**src/rtl/mem_access_unit_pkg.sv**
```systemverilog
// Shared definitions for the MEM-stage data memory access unit.
// Holds the access size codes, the controller state encoding and the
// helpers that turn an access into a misalignment flag, byte enables
// and lane-replicated store data.
package mem_access_unit_pkg;

    localparam logic [1:0] SIZE_B = 2'b00;
    localparam logic [1:0] SIZE_H = 2'b01;
    localparam logic [1:0] SIZE_W = 2'b10;

    typedef enum logic [1:0] {
        MAU_IDLE = 2'b00,
        MAU_REQ  = 2'b01,
        MAU_WAIT = 2'b10,
        MAU_DONE = 2'b11
    } mau_state_e;

    // Size 11 is treated as misaligned so it is rejected the same way.
    function automatic logic is_misaligned(input logic [1:0] size, input logic [1:0] off);
        logic bad;
        case (size)
            SIZE_B:  bad = 1'b0;
            SIZE_H:  bad = off[0];
            SIZE_W:  bad = off[1] | off[0];
            default: bad = 1'b1;
        endcase
        return bad;
    endfunction

    function automatic logic [3:0] byte_enables(input logic [1:0] size, input logic [1:0] off);
        logic [3:0] be;
        case (size)
            SIZE_B:  be = 4'b0001 << off;
            SIZE_H:  be = 4'b0011 << {off[1], 1'b0};
            SIZE_W:  be = 4'b1111;
            default: be = 4'b0000;
        endcase
        return be;
    endfunction

    // Replicate the right-justified store data across every lane so the
    // memory picks the right bytes with the byte enables alone.
    function automatic logic [31:0] store_data(input logic [1:0] size, input logic [31:0] wdata);
        logic [31:0] d;
        case (size)
            SIZE_B:  d = {4{wdata[7:0]}};
            SIZE_H:  d = {2{wdata[15:0]}};
            SIZE_W:  d = wdata;
            default: d = 32'h0000_0000;
        endcase
        return d;
    endfunction

endpackage

```
**src/rtl/mem_access_unit_load_align.sv**
```systemverilog
// Load alignment: picks the addressed byte/half lane out of the returned
// memory word and zero- or sign-extends it to 32 bits.
// Ports: rdata (read word), lane (byte offset), size (access size code),
//        sext (1 = sign extend), result (aligned, extended value).
module mem_access_unit_load_align
    import mem_access_unit_pkg::*;
(
    input  logic [31:0] rdata,
    input  logic [1:0]  lane,
    input  logic [1:0]  size,
    input  logic        sext,
    output logic [31:0] result
);

    logic [7:0]  byte_s;
    logic [15:0] half_s;

    // Lane select followed by extension to the full word.
    always_comb begin
        byte_s = 8'h00;
        half_s = 16'h0000;
        result = 32'h0000_0000;
        case (lane)
            2'd0:    byte_s = rdata[7:0];
            2'd1:    byte_s = rdata[15:8];
            2'd2:    byte_s = rdata[23:16];
            2'd3:    byte_s = rdata[31:24];
            default: byte_s = 8'h00;
        endcase
        if (lane[1]) begin
            half_s = rdata[31:16];
        end else begin
            half_s = rdata[15:0];
        end
        case (size)
            SIZE_B: begin
                if (sext) begin
                    result = {{24{byte_s[7]}}, byte_s};
                end else begin
                    result = {24'h00_0000, byte_s};
                end
            end
            SIZE_H: begin
                if (sext) begin
                    result = {{16{half_s[15]}}, half_s};
                end else begin
                    result = {16'h0000, half_s};
                end
            end
            SIZE_W:  result = rdata;
            default: result = 32'h0000_0000;
        endcase
    end

endmodule

```
**src/rtl/mem_access_unit.sv**
```systemverilog
// MEM-stage initiator for the data memory. Accepts one load/store per
// instruction, issues a word-aligned request with byte enables over a
// req/gnt + rvalid handshake, returns aligned/extended load data and
// rejects misaligned accesses without touching memory.
// Ports: clk/reset (sync, active high); op_* pipeline request; stall to
//        the pipeline; ld_valid/ld_data load result; misalign reject
//        pulse; mem_* memory request channel and response.
module mem_access_unit
    import mem_access_unit_pkg::*;
#(
    parameter int ADDR_W = 32,
    parameter int DATA_W = 32
) (
    input  logic              clk,
    input  logic              reset,
    input  logic              op_valid,
    input  logic              op_load,
    input  logic              op_store,
    input  logic [1:0]        op_size,
    input  logic              op_sext,
    input  logic [ADDR_W-1:0] op_addr,
    input  logic [DATA_W-1:0] op_wdata,
    output logic              stall,
    output logic              ld_valid,
    output logic [DATA_W-1:0] ld_data,
    output logic              misalign,
    output logic              mem_req,
    output logic              mem_we,
    output logic [ADDR_W-1:0] mem_addr,
    output logic [3:0]        mem_be,
    output logic [DATA_W-1:0] mem_wdata,
    input  logic              mem_gnt,
    input  logic              mem_rvalid,
    input  logic [DATA_W-1:0] mem_rdata
);

    mau_state_e        state_r;
    mau_state_e        state_s;
    logic              accept_s;
    logic              bad_s;
    logic [31:0]       align_s;

    logic              we_r;
    logic [ADDR_W-1:0] addr_r;
    logic [3:0]        be_r;
    logic [DATA_W-1:0] wdata_r;
    logic              sext_r;
    logic [1:0]        lane_r;
    logic [1:0]        size_r;
    logic              bad_r;
    logic [DATA_W-1:0] ld_data_r;

    assign accept_s = op_valid & (op_load | op_store);
    assign bad_s    = is_misaligned(op_size, op_addr[1:0]);

    // Next-state logic of the request controller.
    always_comb begin
        state_s = state_r;
        case (state_r)
            MAU_IDLE: begin
                if (accept_s) begin
                    if (bad_s) begin
                        state_s = MAU_DONE;
                    end else begin
                        state_s = MAU_REQ;
                    end
                end else begin
                    state_s = MAU_IDLE;
                end
            end
            MAU_REQ: begin
                if (mem_gnt) begin
                    if (we_r) begin
                        state_s = MAU_DONE;
                    end else begin
                        state_s = MAU_WAIT;
                    end
                end else begin
                    state_s = MAU_REQ;
                end
            end
            MAU_WAIT: begin
                if (mem_rvalid) begin
                    state_s = MAU_DONE;
                end else begin
                    state_s = MAU_WAIT;
                end
            end
            MAU_DONE: state_s = MAU_IDLE;
            default:  state_s = MAU_IDLE;
        endcase
    end

    // Controller state register.
    always_ff @(posedge clk) begin
        if (reset) begin
            state_r <= MAU_IDLE;
        end else begin
            state_r <= state_s;
        end
    end

    // Request fields captured at accept; they stay frozen through REQ so the
    // memory sees a stable request until it grants. A rejected access keeps
    // the previous request fields and only records the reject.
    always_ff @(posedge clk) begin
        if (reset) begin
            we_r    <= 1'b0;
            addr_r  <= {ADDR_W{1'b0}};
            be_r    <= 4'b0000;
            wdata_r <= {DATA_W{1'b0}};
            sext_r  <= 1'b0;
            lane_r  <= 2'b00;
            size_r  <= 2'b00;
            bad_r   <= 1'b0;
        end else if (state_r == MAU_IDLE && accept_s) begin
            bad_r <= bad_s;
            if (!bad_s) begin
                we_r    <= op_store;
                addr_r  <= {op_addr[ADDR_W-1:2], 2'b00};
                be_r    <= byte_enables(op_size, op_addr[1:0]);
                wdata_r <= store_data(op_size, op_wdata);
                sext_r  <= op_sext;
                lane_r  <= op_addr[1:0];
                size_r  <= op_size;
            end
        end
    end

    mem_access_unit_load_align u_load_align (
        .rdata  (mem_rdata),
        .lane   (lane_r),
        .size   (size_r),
        .sext   (sext_r),
        .result (align_s)
    );

    // Load result register; rvalid outside WAIT is deliberately ignored.
    always_ff @(posedge clk) begin
        if (reset) begin
            ld_data_r <= {DATA_W{1'b0}};
        end else if (state_r == MAU_WAIT && mem_rvalid) begin
            ld_data_r <= align_s;
        end
    end

    assign stall     = (state_r == MAU_REQ) | (state_r == MAU_WAIT) |
                       ((state_r == MAU_IDLE) & accept_s);
    assign mem_req   = (state_r == MAU_REQ);
    assign mem_we    = we_r;
    assign mem_addr  = addr_r;
    assign mem_be    = be_r;
    assign mem_wdata = wdata_r;
    assign ld_data   = ld_data_r;
    assign misalign  = (state_r == MAU_DONE) & bad_r;
    assign ld_valid  = (state_r == MAU_DONE) & ~bad_r & ~we_r;

endmodule

```
**config.mk**
```make
export PLATFORM = sky130hd
export DESIGN_NAME = mem_access_unit
export DESIGN_NICKNAME = d
export VERILOG_FILES = /design/src/rtl/mem_access_unit_pkg.sv /design/src/rtl/mem_access_unit_load_align.sv /design/src/rtl/mem_access_unit.sv
export SDC_FILE = /design/constraint.sdc
export NUM_CORES = 1
export LEC_CHECK = 0
export ABC_AREA = 1
export CAP_MARGIN = 20
export CORE_ASPECT_RATIO = 1.25
export CORE_MARGIN = 4
export CORE_UTILIZATION = 45
export CTS_BUF_LIST = sky130_fd_sc_hd__clkbuf_8
export DETAILED_ROUTE_END_ITERATION = 16
export GPL_TIMING_DRIVEN = 0
export HOLD_SLACK_MARGIN = 0.1
export PLACE_DENSITY_LB_ADDON = 0.08
export SLEW_MARGIN = 20
export SYNTH_ARGS = -nofsm -noshare
export SYNTH_HDL_FRONTEND = slang
export SYNTH_SLANG_ARGS = --single-unit
```
**constraint.sdc**
```tcl
create_clock -name clk -period 1.8 [get_ports clk]
set_input_delay 0.36 -clock clk [delete_from_list [all_inputs] [get_ports clk]]
set_output_delay 0.36 -clock clk [all_outputs]
set_load 0.005 [all_outputs]
```
==> summary.txt <==
Outcome
  • Run status: finished, final reports clean

Clock tree
  • Cts hold-fix bufs: 0
  • CTS Buf Count: 9
  • Insertion delay of the later-clocked pin in the worst-skew pair: 0.38 ns
  • Buffer levels on the longest clock path: 2
  • CTS tree: yes
  • Root Buffer Master: clkbuf_8
  • Maximum level of the CTS H-tree: 3
  • Number of sinks handled by clock tree synthesis: 107
  • Clock transition time at the flip-flop clock pins of the worst setup and hold paths: 0.11 ns

Die
  • Number of standard-cell rows in the floorplan: 43
  • Die width: 103 µm
  • Area of the core: 11100 µm²
  • Height of the chip: 127 µm
  • Effective utilization at floorplan: 46.0%
  • Top Ports: 211
  • Die ar.: 13200 µm²

Power
  • Total power divided by cell area: 697 nW/µm²
  • Clock share of power: 30.1%
  • Total power consumption of the routed design: 5.34 mW
  • Internal power: 3.78 mW
  • Combinational share of power: 22.1%
  • Switching power total: 1.56 mW
  • Reg power frac: 47.8%
  • Switching share of total power: 29.2%
  • Worst voltage drop across the vdd grid: 0.402 mV
  • Leak: 3.36 nW

Flow run
  • Maximum capacitance violations: 0

Critical path
  • Max stage delay on crit path: 0.38 ns
  • Required time at the endpoint of the critical path: 1.44 ns
  • Total buffers and inverters traversed by the critical path: 2
  • Largest fanout on the critical path: 3
  • Type of element capturing the critical path: primary output
  • Kind of critical path: flip-flop to primary output
  • Max stage delay cell, worst path: dfxtp_4
  • Cells along the critical path: inv_4 > ha_4 > or2_4 > buf_6
  • WP data arrival: 1.39 ns
  • Startpoint types: flip-flop
  • Largest delay share family, worst path: flip-flops

Cells and area
  • Post-route insts no fill: 1135
  • Post-route core utilization: 68.8%
  • Nets: 1106
  • Antenna Cells: 0
  • Area growth, synth to finish: 49.7%
  • Layout cells sized above 1: 6.50%

Drt
  • Routed length per placed instance: 14.5 µm
  • Vias after detailed routing: 5758
  • Final wirelength: 16500 µm
  • Detail-routed via count per cell: 5.07
  • DRC violation total after the first TritonRoute iteration: 235
  • Detailed Routing Iterations Pass 1: 5
  • Remaining antenna violation count: 0
  • Number of DRC violations after detailed routing: 0

STA
  • Final number of setup-violating endpoints: 0
  • Final critical path time including I/O delays and setup: 1.75 ns
  • Total count of max-transition violations in the final report: 0
  • Final WS setup: 0.0540 ns
  • Share of the clock period used by the worst path: 97.0%
  • Final hold violation count: 0
  • F_max: 573 MHz
  • Final Skew: 0.0137 ns
  • Setup repair after global routing missed its margin: no
  • Final-layout setup total negative slack: 0 ns

Synth
  • Netlist Area Pre-Place: 5120 µm²
  • Yosys warns: 0
  • Number of enable flip-flop cells after synthesis: 0
  • Average cell area after synthesis: 6.62 µm²
  • Post-synthesis sequential area ratio: 41.8%
  • Count leader, synth: nand2_1
  • List of most frequent post-synthesis cells: 238 x nand2_1, 122 x nor2_1, 107 x dfxtp_1, 83 x o21ai_0, 59 x a21oi_1
  • Number of standard cells after synthesis: 773
  • Biggest area consumer among synthesized cells: dfxtp_1
  • Number of distinct library cells after synthesis: 25
  • Number of storage elements in the synthesis netlist: 107
  • Share of the synthesized area in the top cell type: 41.8%
  • Largest cells by area after synthesis: dfxtp_1 42%, nand2_1 17%, nor2_1 8.9%
  • Commonest register cell after synthesis: dfxtp_1
  • Synth async-reset ratio: 0%

Placement
  • Placed cell count: 1116
  • Total half-perimeter wirelength after legalization and detailed placement: 12800 µm
  • Port Buffers: 207
  • Setup slack after placement: -0.604 ns
  • Routability-driven placement congestion ratio: 0.981

GRT
  • Gr usage total: 24.5%
  • First-pass GRT wire length: 25700 µm
  • Number of global-route vias before repair: 5426
  • Initial antenna violation count: 1
  • Congestion Overflow GR: 0
  • Pin count of the biggest net entering global routing: 21

Min path
  • Path type of the worst min-delay path: input port to flip-flop
[stage by stage]
stage | hold slack [ns] | instance area, µm²
after global placement | 0.451 | 7360
after global routing | 0.357 | 7660
final | 0.338 | 7660
after CTS | 0.337 | 7610
after floorplan | 0.456 | 5120
after detailed placement | 0.454 | 7360
[worst reg2reg max path: cells and delay by family (launching register included)]
kind | cells | cell delay, ns
buf+inv | 6 | 0.60
simple gates | 4 | 0.47
flops | 1 | 0.38
fa+ha+maj | 1 | 0.13
[cell families after synthesis]
| group | Yosys count | share of synthesized area [%] |
|---|---|---|
| other | 1 | 0.0733 |
| buffers and inverters | 95 | 8.41 |
| flip-flops | 107 | 41.8 |
| adder cells (fa/ha/maj) | 5 | 1.22 |
| AND/OR/NAND/NOR | 393 | 29.9 |
| AO/OA/AOI/OAI | 172 | 18.5 |
[sequential cells by signal (all words and copies together) (netlist names)]
signal     count
bad_r          1
lane_r         2
ld_data       32
mem_addr      30
mem_be         4
mem_wdata     32
mem_we         1
sext_r         1
size_r         2
state_r        2
[area by class of cell]
type / count / area [µm²]
tap: 135 / 169
clock buffer: 9 / 124
inverter: 45 / 171
buffer: 50 / 270
multi-input combinational: 572 / 2590
fill: 1037 / 3470
timing repair buffer: 210 / 2090
sequential: 107 / 2150
clock inverter: 7 / 96.3
[timing repair]
action	4_1_cts	5_1_grt
endpoints found under the setup margin	28	93
pin swaps	2	3
endpoints found under the hold margin	0	0
setup buffers	1	2
resized for setup	17	24
[worst paths after layout]
check                      startpoint                         to  slack [ns]  cells past startpoint
max             state_r[0]$_SDFF_PP0_                      stall        0.05                      4
min reg2reg  ld_data[10]$_SDFFE_PP0P_   ld_data[10]$_SDFFE_PP0P_        0.47                      2
max reg2reg     state_r[0]$_SDFF_PP0_  mem_addr[25]$_SDFFE_PP0P_        0.13                     11
min                             reset   ld_data[27]$_SDFFE_PP0P_        0.34                      2
[cell usage in the layout, fill, tap and decap left out, drive strengths merged]
master and n:
o21bai 1, a21oi 59, clkdlybuf4s50 201, nand3 28, dlymetal6s2s 1, bufinv 1
nand2 238, conb 2, o21ai 84, inv 47, clkbuf 36, buf 27
dlygate4sd2 4, dfxtp 107, or2 1, o211a 1, ha 5, a31oi 2
clkinv 4, nor2 126, a21boi 1, a22oi 16, a22o 8
[power groups by stage]
stage	registers (mW)	logic, mW	clock network [mW]
CTS	2.55	1.17	1.64
global placement	2.60	1.15	0
floorplan	2.60	0.509	0
global route	2.57	1.30	1.72
detailed placement	2.60	1.15	0
finish	2.55	1.18	1.61
[metal layers]
layer	routed length [µm]	track usage, %	vias to the layer above
li1	-	-	2915
met1	6420	27.8	2568
met2	8210	42.6	230
met3	1270	6.77	43
met4	551	9.98	2
met5	12	0	-
Power figures use the tool's default switching activity.
